**src/rtl/led_pattern_seq_if.sv**
```systemverilog
// Bundle of sequencer control, pattern-table write, LED status and data-channel signals.
// The master drives the controls and channel inputs. The slave (the sequencer) drives LEDs and channel outputs.
interface led_pattern_seq_if #(
    parameter int LED_W   = 4,
    parameter int NUM_PAT = 6,
    parameter int DIV_W   = 32,
    parameter int DATA_W  = 32,
    parameter int NCH     = 2
);
    localparam int IDX_W = (NUM_PAT > 1) ? $clog2(NUM_PAT) : 1;

    logic [1:0]            mode;
    logic                  start;
    logic                  stop;
    logic                  div_load;
    logic [DIV_W-1:0]      div_val;
    logic                  pat_we;
    logic [IDX_W-1:0]      pat_addr;
    logic [LED_W-1:0]      pat_data;
    logic [LED_W-1:0]      led;
    logic                  busy;
    logic                  done;
    logic [NCH*DATA_W-1:0] in_data;
    logic [NCH-1:0]        in_valid;
    logic [NCH*DATA_W-1:0] out_data;
    logic [NCH-1:0]        out_valid;

    modport master (
        output mode, start, stop, div_load, div_val, pat_we, pat_addr, pat_data,
        output in_data, in_valid,
        input  led, busy, done, out_data, out_valid
    );

    modport slave (
        input  mode, start, stop, div_load, div_val, pat_we, pat_addr, pat_data,
        input  in_data, in_valid,
        output led, busy, done, out_data, out_valid
    );
endinterface

```
**src/rtl/led_pattern_seq.sv**
```systemverilog
// LED pattern sequencer that steps through a writable table in loop, ping-pong or one-shot mode.
// The block also carries NCH independent registered data channels with valid.
module led_pattern_seq #(
    parameter int LED_W   = 4,
    parameter int NUM_PAT = 6,
    parameter int DIV_W   = 32,
    parameter int DIV_RST = 10000000,
    parameter int DATA_W  = 32,
    parameter int NCH     = 2
) (
    input logic clk,
    input logic reset,
    led_pattern_seq_if.slave bus
);
    localparam int IDX_W = (NUM_PAT > 1) ? $clog2(NUM_PAT) : 1;
    localparam logic [IDX_W-1:0] LAST_IDX = IDX_W'(NUM_PAT - 1);
    localparam logic [IDX_W:0] NUM_PAT_EXT = (IDX_W + 1)'(NUM_PAT);

    typedef enum logic [1:0] {IDLE, RUN, DONE} state_t;

    state_t                state_q, state_d;
    logic [1:0]            mode_q, mode_d;
    logic [IDX_W-1:0]      idx_q, idx_d;
    logic                  dir_up_q, dir_up_d;
    logic [DIV_W-1:0]      cnt_q, cnt_d;
    logic [DIV_W-1:0]      period_q, period_d;
    logic [LED_W-1:0]      led_q, led_d;
    logic [LED_W-1:0]      pat_tbl [NUM_PAT];
    logic [NCH*DATA_W-1:0] out_data_q;
    logic [NCH-1:0]        out_valid_q;

    logic                  tick;
    logic [IDX_W-1:0]      adv_idx;
    logic                  adv_dir;
    logic                  adv_end;

    // Power-on table contents are 4-bit patterns, zero-extended or truncated to LED_W.
    function automatic logic [LED_W-1:0] reset_entry(int i);
        logic [3:0] v;
        case (i)
            0:       v = 4'b0000;
            1:       v = 4'b0101;
            2:       v = 4'b1010;
            3:       v = 4'b0101;
            4:       v = 4'b1100;
            5:       v = 4'b0011;
            default: v = 4'b0000;
        endcase
        return LED_W'(v);
    endfunction

    assign tick = (state_q == RUN) && (cnt_q == period_q - DIV_W'(1));

    // Next index on a tick. Ping-pong turns around at the ends without repeating the end entries.
    always_comb begin
        adv_idx = idx_q;
        adv_dir = dir_up_q;
        adv_end = 1'b0;
        case (mode_q)
            2'd1: begin
                if (NUM_PAT == 1) begin
                    adv_idx = '0;
                end else if (dir_up_q) begin
                    if (idx_q == LAST_IDX) begin
                        adv_idx = idx_q - 1'b1;
                        adv_dir = 1'b0;
                    end else begin
                        adv_idx = idx_q + 1'b1;
                    end
                end else begin
                    if (idx_q == '0) begin
                        adv_idx = IDX_W'(1);
                        adv_dir = 1'b1;
                    end else begin
                        adv_idx = idx_q - 1'b1;
                    end
                end
            end
            2'd2: begin
                if (idx_q == LAST_IDX) begin
                    adv_end = 1'b1;
                end else begin
                    adv_idx = idx_q + 1'b1;
                end
            end
            default: begin
                adv_idx = (idx_q == LAST_IDX) ? '0 : idx_q + 1'b1;
            end
        endcase
    end

    // Event priority is start, then stop, then tick. A divider load is applied on top of any of them.
    always_comb begin
        state_d  = state_q;
        mode_d   = mode_q;
        idx_d    = idx_q;
        dir_up_d = dir_up_q;
        cnt_d    = cnt_q;
        period_d = period_q;
        led_d    = led_q;
        case (state_q)
            IDLE: begin
                if (bus.start) begin
                    state_d  = RUN;
                    mode_d   = bus.mode;
                    idx_d    = '0;
                    dir_up_d = 1'b1;
                    cnt_d    = '0;
                    led_d    = pat_tbl[0];
                end
            end
            RUN: begin
                if (bus.start) begin
                    mode_d   = bus.mode;
                    idx_d    = '0;
                    dir_up_d = 1'b1;
                    cnt_d    = '0;
                    led_d    = pat_tbl[0];
                end else if (bus.stop) begin
                    state_d = IDLE;
                end else begin
                    cnt_d = tick ? '0 : cnt_q + DIV_W'(1);
                    if (tick) begin
                        if (adv_end) begin
                            state_d = DONE;
                        end else begin
                            idx_d    = adv_idx;
                            dir_up_d = adv_dir;
                            led_d    = pat_tbl[adv_idx];
                        end
                    end
                end
            end
            DONE: begin
                state_d = IDLE;
            end
            default: begin
                state_d = IDLE;
            end
        endcase
        if (bus.div_load) begin
            period_d = (bus.div_val == '0) ? DIV_W'(1) : bus.div_val;
            cnt_d    = '0;
        end
    end

    always_ff @(posedge clk or posedge reset) begin
        if (reset) begin
            state_q  <= IDLE;
            mode_q   <= 2'd0;
            idx_q    <= '0;
            dir_up_q <= 1'b1;
            cnt_q    <= '0;
            period_q <= DIV_W'(DIV_RST);
            led_q    <= '0;
        end else begin
            state_q  <= state_d;
            mode_q   <= mode_d;
            idx_q    <= idx_d;
            dir_up_q <= dir_up_d;
            cnt_q    <= cnt_d;
            period_q <= period_d;
            led_q    <= led_d;
        end
    end

    // Writes to addresses past the end of the table are dropped.
    always_ff @(posedge clk or posedge reset) begin
        if (reset) begin
            for (int i = 0; i < NUM_PAT; i++) begin
                pat_tbl[i] <= reset_entry(i);
            end
        end else if (bus.pat_we && ({1'b0, bus.pat_addr} < NUM_PAT_EXT)) begin
            pat_tbl[bus.pat_addr] <= bus.pat_data;
        end
    end

    always_ff @(posedge clk or posedge reset) begin
        if (reset) begin
            out_data_q  <= '0;
            out_valid_q <= '0;
        end else begin
            out_valid_q <= bus.in_valid;
            for (int k = 0; k < NCH; k++) begin
                if (bus.in_valid[k]) begin
                    out_data_q[k*DATA_W +: DATA_W] <= bus.in_data[k*DATA_W +: DATA_W];
                end
            end
        end
    end

    assign bus.led       = led_q;
    assign bus.busy      = (state_q == RUN);
    assign bus.done      = (state_q == DONE);
    assign bus.out_data  = out_data_q;
    assign bus.out_valid = out_valid_q;
endmodule

```
**src/flat_wrapper.sv**
```systemverilog
// flat-port wrapper written by rule: the top's interface ports become plain ports
module led_pattern_seq_flat 
#(
    parameter int LED_W   = 4,
    parameter int NUM_PAT = 6,
    parameter int DIV_W   = 32,
    parameter int DIV_RST = 10000000,
    parameter int DATA_W  = 32,
    parameter int NCH     = 2
)
  (clk, reset, bus_mode, bus_start, bus_stop, bus_div_load, bus_div_val, bus_pat_we, bus_pat_addr, bus_pat_data, bus_in_data, bus_in_valid, bus_led, bus_busy, bus_done, bus_out_data, bus_out_valid);
  led_pattern_seq_if #(.LED_W(LED_W), .NUM_PAT(NUM_PAT), .DIV_W(DIV_W), .DATA_W(DATA_W), .NCH(NCH)) bus_i ();
  input logic clk;
  input logic reset;
  input wire logic [$bits(bus_i.mode)-1:0] bus_mode;
  input wire logic [$bits(bus_i.start)-1:0] bus_start;
  input wire logic [$bits(bus_i.stop)-1:0] bus_stop;
  input wire logic [$bits(bus_i.div_load)-1:0] bus_div_load;
  input wire logic [$bits(bus_i.div_val)-1:0] bus_div_val;
  input wire logic [$bits(bus_i.pat_we)-1:0] bus_pat_we;
  input wire logic [$bits(bus_i.pat_addr)-1:0] bus_pat_addr;
  input wire logic [$bits(bus_i.pat_data)-1:0] bus_pat_data;
  input wire logic [$bits(bus_i.in_data)-1:0] bus_in_data;
  input wire logic [$bits(bus_i.in_valid)-1:0] bus_in_valid;
  output wire logic [$bits(bus_i.led)-1:0] bus_led;
  output wire logic [$bits(bus_i.busy)-1:0] bus_busy;
  output wire logic [$bits(bus_i.done)-1:0] bus_done;
  output wire logic [$bits(bus_i.out_data)-1:0] bus_out_data;
  output wire logic [$bits(bus_i.out_valid)-1:0] bus_out_valid;
  assign bus_i.mode = bus_mode;
  assign bus_i.start = bus_start;
  assign bus_i.stop = bus_stop;
  assign bus_i.div_load = bus_div_load;
  assign bus_i.div_val = bus_div_val;
  assign bus_i.pat_we = bus_pat_we;
  assign bus_i.pat_addr = bus_pat_addr;
  assign bus_i.pat_data = bus_pat_data;
  assign bus_i.in_data = bus_in_data;
  assign bus_i.in_valid = bus_in_valid;
  assign bus_led = bus_i.led;
  assign bus_busy = bus_i.busy;
  assign bus_done = bus_i.done;
  assign bus_out_data = bus_i.out_data;
  assign bus_out_valid = bus_i.out_valid;
  led_pattern_seq #(.LED_W(LED_W), .NUM_PAT(NUM_PAT), .DIV_W(DIV_W), .DIV_RST(DIV_RST), .DATA_W(DATA_W), .NCH(NCH)) u_core (.clk(clk), .reset(reset), .bus(bus_i));
endmodule
```
**config.mk**
```make
export PLATFORM = sky130hd
export DESIGN_NAME = led_pattern_seq_flat
export DESIGN_NICKNAME = d
export VERILOG_FILES = /design/src/rtl/led_pattern_seq_if.sv /design/src/rtl/led_pattern_seq.sv /design/src/flat_wrapper.sv
export SDC_FILE = /design/constraint.sdc
export NUM_CORES = 1
export LEC_CHECK = 0
export ABC_AREA = 1
export ABC_CLOCK_PERIOD_IN_PS = 6600
export CORE_UTILIZATION = 40
export CTS_CLUSTER_DIAMETER = 150
export CTS_CLUSTER_SIZE = 8
export DETAILED_ROUTE_END_ITERATION = 8
export MAX_ROUTING_LAYER = met4
export SLEW_MARGIN = 25
export SYNTH_ARGS = -nofsm -noshare
export SYNTH_HDL_FRONTEND = slang
export SYNTH_SLANG_ARGS = --single-unit
```
**constraint.sdc**
```tcl
create_clock -name clk -period 6.6 [get_ports clk]
set_input_delay 0.99 -clock clk [delete_from_list [all_inputs] [get_ports clk]]
set_output_delay 0.99 -clock clk [all_outputs]
set_load 0.02 [all_outputs]
```
# [After elaboration in Yosys (flattened, before gate mapping)]
# Cells that the tools add are included.
[op_classes] magnitude_cmp=4 reduce_logical=14 n_eq_ne=16 bitwise=2 n_mux=49 addsub=4
[ops] cell="2-to-1 mux 32 bit" count=6
[ops] cell="one-hot mux 32 bit (2 select lines)" count=1
[ops] cell="adder 32 x 1 -> 32 bit (second input constant)" count=1
[ops] cell="== test 32 bit" count=1
[ops] cell="zero test 32 bit" count=1
[ops] cell="2-to-1 mux 4 bit" count=8
[ops] cell="subtractor 32 x 1 -> 32 bit (second input constant)" count=1
[ops] cell="2-to-1 mux 3 bit" count=10
[ops] cell="bitwise mux 24 bit" count=1
[ops] cell="binary-select mux 4 bit (select 3 bit)" count=1
[ops] cell="demux 4 bit (select 3 bit)" count=1
[ops] cell="!= test 3 x 2 -> 1 bit (second input constant)" count=4
[ops] cell="one-hot mux 3 bit (2 select lines)" count=2
[ops] cell="2-to-1 mux 1 bit" count=11
[ops] cell="2-to-1 mux 2 bit" count=5
[ops] cell="!= test 3 bit (second input constant)" count=3
[ops] cell="greater-or-equal comparator 4 bit (second input constant)" count=2
[ops] cell="NOT 3 -> 4 bit" count=2
[ops] cell="one-hot mux 4 bit (2 select lines)" count=1
[ops] cell="AND reduction 6 bit" count=1
[ops] cell="AND reduction 5 bit" count=1
[ops] cell="== test 2 x 1 -> 1 bit (second input constant)" count=2
[ops] cell="== test 2 bit (second input constant)" count=2
[ops] cell="less-than comparator 4 x 1 -> 1 bit (second input constant)" count=1
[ops] cell="other kinds (17)" count=20
[word_totals] elab_cells=105 ff_bits=166 out_inout_bits=72

# [Longest topological paths before layout]
# Gate-level depths: netlist (run 1).
[logic_depth] word_depth=13 depth_mapped=19

# [Worst setup path before layout (run 1)]
# OpenSTA, ideal clock, no wires.
[synth_timing] path_kind="in2reg" start="in bus_div_load" end="reg u_core.cnt_q[10]" stages=5 n_path_buf=2 slack_ns=4.286 t_arrival_ns=2.231 cell_sequence="clkbuf_1 > nor3_2 > clkinv_1 > clkbuf_1 > o22ai_2"
[synth_between] elab_chain_len=2 word_cells_on_any_way=5 classes_between="eq/ne: 2; mux: 1; reduce/logical: 2"
[synth_lines] element="from (decl)" line="flat_wrapper.sv:18" rtl="input wire logic [$bits(bus_i.div_load)-1:0] bus_div_load;"
[synth_lines] element="!= test 4 bit (no source line), or another cell as far along"
[synth_lines] element="AND reduction 3 bit (no source line)"
[synth_lines] element="to (signal assigned)" line="led_pattern_seq.sv:161" rtl="cnt_q <= cnt_d;"
[synth_lines] element="to (decl)" line="led_pattern_seq.sv:25" rtl="logic [DIV_W-1:0] cnt_q, cnt_d;"
# Several ways; a longest one is shown, not always the timed one.
# A chain may end at the register's enable or synchronous reset.

# [Final worst setup path (run 1)]
[layout_timing] start="in bus_start" end="reg u_core.cnt_q[16]"
[layout_between] elab_chain_len=3 word_cells_on_any_way=6 classes_between="eq/ne: 2; mux: 3; reduce/logical: 1"
[layout_lines] element="from (decl)" line="flat_wrapper.sv:16" rtl="input wire logic [$bits(bus_i.start)-1:0] bus_start;"
[layout_lines] element="2-to-1 mux 32 bit" line="led_pattern_seq.sv:113" rtl="if (bus.start) begin"
[layout_lines] element="one-hot mux 32 bit (2 select lines)" line="led_pattern_seq.sv:101" rtl="case (state_q)"
[layout_lines] element="2-to-1 mux 32 bit" line="led_pattern_seq.sv:141" rtl="if (bus.div_load) begin"
# Several ways; a longest one is shown, not always the timed one.

==> results of run 1 <==
final cells by class:
type                       instances  area, um2
clock inverter                    14      151.4
multi-input combinational        816       4601
tap                              313      391.6
clock buffer                      18      429.2
timing repair buffer             190       1882
inverter                         142      538.0
sequential                       166       4178
fill                            2177      10750
cell usage in the layout (no fill, tap or decap), types with 21 or more instances in the layout:
master / instances
sky130_fd_sc_hd__inv_1: 136
sky130_fd_sc_hd__nand3_1: 52
sky130_fd_sc_hd__xor2_1: 44
sky130_fd_sc_hd__mux2_2: 78
sky130_fd_sc_hd__nand4_1: 21
sky130_fd_sc_hd__dfrtp_1: 147
sky130_fd_sc_hd__o21ai_0: 72
sky130_fd_sc_hd__nand2_1: 292
sky130_fd_sc_hd__clkdlybuf4s50_1: 183
sky130_fd_sc_hd__nor2_1: 129
stage by stage:
stage	utilization	cells	setup slack [ps]
after floorplan	-	1154	1151
after global routing	0.5311	1659	3234
after detailed placement	0.5058	1627	2977
final	0.5311	1659	3449
after CTS	0.5311	1659	3436
after global placement	0.5058	1627	3074
cell families (layout without fill, tap and decap cells):
family / after synthesis / count (layout) / share of synthesized area
flops: 166 / 166 / 0.4410
mux: 78 / 78 / 0.09272
fa+ha+maj: 10 / 10 / 0.01321
compound gates: 115 / 115 / 0.07172
simple gates: 559 / 559 / 0.2581
buf+inv: 172 / 364 / 0.07331
xor+xnor: 54 / 54 / 0.04993
metal layers:
layer  up-vias  routed length, um  global-route usage
met2       226              11800              0.3654
met3        32               1558             0.05167
met1      3748              11180              0.2745
met5         -                  0                   -
met4         0                479             0.07143
li1       4086                  -                   -
sequential cells by signal (all words and copies together) (netlist names):
signal	flops
u_core.state_q	2
u_core.pat_tbl	24
u_core.bus.out_valid	2
u_core.dir_up_q	1
u_core.bus.out_data	64
u_core.period_q	32
u_core.idx_q	3
u_core.bus.led	4
u_core.mode_q	2
u_core.cnt_q	32
worst reg2reg max path, cell delays in order (launching register included):
cell                       delay, ps
sky130_fd_sc_hd__dfrtp_1         400
sky130_fd_sc_hd__inv_1            90
sky130_fd_sc_hd__ha_1            230
sky130_fd_sc_hd__nand2_2         130
sky130_fd_sc_hd__nor2_4          320
sky130_fd_sc_hd__nand2_4         110
sky130_fd_sc_hd__nand2_1          70
sky130_fd_sc_hd__nand2_1         110
sky130_fd_sc_hd__nor2_1          110
sky130_fd_sc_hd__nand3b_1         80
sky130_fd_sc_hd__nor2_1          160
sky130_fd_sc_hd__nand3_2         160
sky130_fd_sc_hd__nand3_2         530
sky130_fd_sc_hd__inv_2           120
sky130_fd_sc_hd__nand2_1          80
sky130_fd_sc_hd__o21ai_0          70
worst paths after layout:
path / from / end / slack, ps / cells past startpoint
worst max-delay path: bus_start / u_core.cnt_q[16] / 3450 / 6
worst min-delay path: u_core.bus.led[3] / u_core.bus.led[3] / 470 / 2
worst max register to register: u_core.period_q[0] / u_core.cnt_q[1] / 3650 / 15
worst min register to register: u_core.bus.led[3] / u_core.bus.led[3] / 470 / 2
max in group asynchronous: reset / u_core.period_q[8] / 4490 / 3
min in group asynchronous: reset / u_core.bus.out_data[11] / 910 / 2
report_power, final:
part | total (W) | switching [W] | internal (W)
logic | 0.000913 | 0.000532 | 0.000382
clock network | 0.000993 | 0.000484 | 0.000509
registers | 0.00125 | 0.0000982 | 0.00115
total | 0.00315 | 0.00111 | 0.00204
==> qor.txt, run 1 <==
Category of cells accounting for the largest share of critical-path delay = buffers and inverters
Dominant cell type by area after synthesis = sky130_fd_sc_hd__dfrtp_1
CTS tree = built
Period utilization = 0.4774
First-pass GRT wire length = 41340 um
Grt ovf = 0
Post-cts resize count = 0
Total GRT Usage = 0.2242
Worst vdd rail ir drop = 0.1206 mV
Area of the die = 0.02430 mm2
Static leakage = 5.328 nW
Setup repair after global routing missed its margin = no
Share of the synthesized area in the top cell type = 0.3883
Final Hold Vio Count = 0
Die W = 155.9 um
Chip Height = 155.9 um
Post-synthesis sequential area ratio = 0.4410
Data required time of the critical path = 6930 ps
Clock Skews = 12.54 ps
Total clock buffers created by CTS = 17
Setup TNS = 0 ps
Final total power = 0.003153 W
Worst skew pair latency = 440 ps
Clock edge transition at the registers on the reported setup and hold paths = 70 ps
Std-Cell Rows = 55
# diodes = 0
Post-synthesis sequential element count = 166
Worst slew slack as a fraction of its limit = 0.3854
Final setup fails = 0
Buffer type at the clock tree root = sky130_fd_sc_hd__clkbuf_16
Starting utilization of the core area = 0.4134
Post-CTS setup buffer count = 0
Synthesized instance count = 1154
Total core area = 0.02292 mm2
Average size of a mapped cell = 8.209 um2
Slowest stage cell on the critical path = sky130_fd_sc_hd__clkinv_1
Initial drt markers = 426
Maximum number of pins on one net before global-route repair = 65
Top cells by area in the synthesized netlist = sky130_fd_sc_hd__dfrtp_1 (39%), sky130_fd_sc_hd__nand2_1 (12%), sky130_fd_sc_hd__mux2_2 (9.3%), sky130_fd_sc_hd__inv_1 (5.4%), sky130_fd_sc_hd__dfstp_2 (5.3%)
Max Fclk = 317.4 MHz
Cell Chain, Critical Path = clkdlybuf4s50_1 > inv_1 > nor2_1 > nor3_2 > clkinv_1 > o22ai_1
Via/cell ratio = 4.878
Synthesis-to-finish area growth = 28.48%
Routability Congestion = 0.9842
Crit path launch type = input pin
Warnings from Yosys = 0
Layout cell share with drive strength beyond 1 = 0.1360
HPWL after detailed placement = 19030 um
Post-Syn Area = 0.009473 mm2
Worst hold slack = 470.3 ps
DR pass1 iterations = 5
Largest fanout on the critical path = 26
Final WL = 25020 um
Number of global-route vias before repair = 8331
# Max-Cap Violations = 0
Routed wire per std cell = 15.08 um
Total via count after detailed routing = 8092
Placement Cell Area = 0.01159 mm2
Path category of the worst min-delay check = reg2reg
Flip-flop cell with the highest count after synthesis = sky130_fd_sc_hd__dfrtp_1
Critical path arrival = 3480 ps
Distinct cells, synth = 38
CTS H-Tree Depth = 4
Async set or reset register ratio after synthesis = 1.000
WP buf/inv = 3
EDFF count, synth = 0
Number of remaining DRC errors = 0
Pwr dens = 259.1 mW/mm2
Number of buffers on the longest clock path = 2
Number of sinks on the clock net = 166
Most used standard cells in the synthesized netlist = sky130_fd_sc_hd__nand2_1 (292), sky130_fd_sc_hd__dfrtp_1 (147), sky130_fd_sc_hd__inv_1 (137), sky130_fd_sc_hd__nor2_1 (129), sky130_fd_sc_hd__mux2_2 (78)
Final period demand of the worst path = 3151 ps
Mapped Nets = 1277
Final cell area excluding filler cells = 0.01217 mm2
Antenna-violating nets left = 0
Number of hold buffers added after cts = 0
Outcome = finished clean
Total I/O pin count = 185
Max incr delay on CP = 900 ps
Antenna violations before repair = 0
Cell with the most instances after synthesis = sky130_fd_sc_hd__nand2_1
Transition time of the tightest slew-check pin = 916.2 ps
Critical path capture point type = flip-flop
Final number of max-transition violations = 0
Final #Nets = 1456
Count of port buffers added during placement = 184
Kind of critical path = in2reg
(Power assumes the default switching activity.)
==> inputs of run 2 (changes only) <==
Settings changed: ABC_CLOCK_PERIOD_IN_PS 6600 to 2600, PLACE_DENSITY set to 0.67.
Clock period 6.6 ns to 2.6 ns, I/O delays scaled along.
==> run 2 against run 1 <==
First-iteration DRC count is 2.8% higher. Critical path depth is 9 higher. Clock power grew to 2.5 times the previous value. Largest power group unchanged. Highest routed layer unchanged.
==> qor.txt, run 2 (same netlist as run 1, synthesis figures left out) <==
Outcome = finished clean
Commonest cells after routing, fill and taps aside = sky130_fd_sc_hd__nand2_1 (289), sky130_fd_sc_hd__clkdlybuf4s50_1 (183), sky130_fd_sc_hd__dfrtp_1 (146)
Via/cell ratio = 4.891
Cell Chain, Critical Path = nor2_2 > nand2_1 > nor2_4 > buf_6 > nand3b_1 > nand2_1 > nand2_1 > nand3b_1 > nor2_1 > nand3_2 > nand3_4 > buf_12 > inv_2 > nand2_1 > o21ai_0
Final core area utilization = 0.5423
Worst skew pair latency = 430 ps
Setup slack at placement = 65.35 ps
Total via count after detailed routing = 8197
Setup TNS = 0 ps
Layout cell share with drive strength beyond 1 = 0.1570
Area of the die = 0.02430 mm2
Clock edge transition at the registers on the reported setup and hold paths = 80 ps
Final period demand of the worst path = 2446 ps
Final Hold Vio Count = 0
Static leakage = 5.453 nW
# Max-Cap Violations = 0
Category of cells accounting for the largest share of critical-path delay = simple AND/OR/NAND/NOR gates
DR pass1 iterations = 5
Path category of the worst min-delay check = in2async
Final cell area excluding filler cells = 0.01243 mm2
Period utilization = 0.9408
Synthesis-to-finish area growth = 31.18%
Total clock buffers created by CTS = 17
Number of remaining DRC errors = 0
Initial drt markers = 438
# diodes = 0
Flip-flop count of the largest register after layout = 64
Max Fclk = 408.8 MHz
Grt ovf = 0
Routability Congestion = 0.9596
Sequential power share = 0.388
Slowest stage cell on the critical path = sky130_fd_sc_hd__dfrtp_2
Critical path capture point type = flip-flop
Final number of max-transition violations = 0
Total GRT Usage = 0.2206
Count of port buffers added during placement = 184
Antenna-violating nets left = 0
Die W = 155.9 um
WP buf/inv = 3
Largest fanout on the critical path = 15
Antenna violations before repair = 0
Data required time of the critical path = 2900 ps
Buffer type at the clock tree root = sky130_fd_sc_hd__clkbuf_16
CTS H-Tree Depth = 4
Maximum number of pins on one net before global-route repair = 67
Final setup fails = 0
Kind of critical path = reg2reg
Combinational group share of total power = 0.303
Worst vdd rail ir drop = 0.3237 mV
Most common cell after layout, fill and taps aside = sky130_fd_sc_hd__nand2_1
Transition time of the tightest slew-check pin = 659.3 ps
Crit path launch type = flip-flop
Internal cell power = 0.005278 W
Critical path's most frequent cell = sky130_fd_sc_hd__nand2_1
Total core area = 0.02292 mm2
HPWL after detailed placement = 18890 um
CTS tree = built
Psw = 0.002861 W
Switching share of power = 0.3515
Final #Nets = 1473
Final WL = 24800 um
Placement Cell Area = 0.01169 mm2
Number of buffers on the longest clock path = 2
Total I/O pin count = 185
Chip Height = 155.9 um
Crit path setup slack, layout = 153.8 ps
Number of global-route vias before repair = 8262
Clock Skews = 10.69 ps
Number of sinks on the clock net = 166
Pwr dens = 655.0 mW/mm2
Critical path arrival = 2740 ps
Max incr delay on CP = 460 ps
First-pass GRT wire length = 40890 um
Clk network pwr share = 0.309
Post-route insts no fill = 1676
Std-Cell Rows = 55
Routed wire per std cell = 14.80 um
Starting utilization of the core area = 0.4134
Worst slew slack as a fraction of its limit = 0.5605
Instance count after placement with tap cells included = 1635
run 2: per-stage QoR:
stage	power [W]	hold WS [ps]
final	0.008140	408.9
after global routing	0.008666	435.7
after CTS	0.008152	413.8
after detailed placement	0.005588	473.5
after global placement	0.005551	467.8
after floorplan	0.004662	421.4
run 2: power groups by stage:
stage | Combinational [W] | Clock, W | Sequential [W]
finish | 0.00246 | 0.00251 | 0.00316
global route | 0.00278 | 0.00268 | 0.00321
CTS | 0.00240 | 0.00259 | 0.00316
detailed placement | 0.00239 | 0 | 0.00320
global placement | 0.00236 | 0 | 0.00320
floorplan | 0.00136 | 0 | 0.00330
run 2: timing repair:
action,CTS,global route
resized for setup,0,23
hold buffers,0,0
setup buffers,0,8
setup endpoints to repair,0,40
run 2: metal layers:
metal	part of all wire	wire, um	track usage
met1	0.47	11540	0.2847
met2	0.46	11300	0.3425
met3	0.063	1567	0.05583
met4	0.016	400	0.06162
met5	0	0	-
run 2: worst paths after layout:
kind                                            to  slack [ps]                from  depth (start not counted)
min in group clk                  u_core.cnt_q[29]         430        bus_div_load                          5
max in group asynchronous          u_core.idx_q[0]        1580               reset                          3
hold / removal             u_core.bus.out_data[59]         410               reset                          3
hold reg to reg                  u_core.pat_tbl[5]         490   u_core.pat_tbl[5]                          2
setup / recovery                   u_core.cnt_q[1]         150  u_core.period_q[6]                         15
setup reg to reg                   u_core.cnt_q[1]         150  u_core.period_q[6]                         15
run 2: layout make-up:
class | instances | area (um2)
Clock buffer | 18 | 429.2
Clock inverter | 14 | 151.4
Fill cell | 2157 | 10490
Inverter | 142 | 536.8
Multi-Input combinational cell | 816 | 4658
Sequential cell | 166 | 4179
Tap cell | 313 | 391.6
Timing Repair Buffer | 207 | 2081
run 2: worst register-to-register path, cell delays in order, from the launching register on:
cell,delay (ps)
sky130_fd_sc_hd__dfrtp_2,460
sky130_fd_sc_hd__nor2_2,130
sky130_fd_sc_hd__nand2_1,110
sky130_fd_sc_hd__nor2_4,240
sky130_fd_sc_hd__buf_6,170
sky130_fd_sc_hd__nand3b_1,80
sky130_fd_sc_hd__nand2_1,120
sky130_fd_sc_hd__nand2_1,120
sky130_fd_sc_hd__nand3b_1,170
sky130_fd_sc_hd__nor2_1,110
sky130_fd_sc_hd__nand3_2,150
sky130_fd_sc_hd__nand3_4,130
sky130_fd_sc_hd__buf_12,160
sky130_fd_sc_hd__inv_2,60
sky130_fd_sc_hd__nand2_1,50
sky130_fd_sc_hd__o21ai_0,70
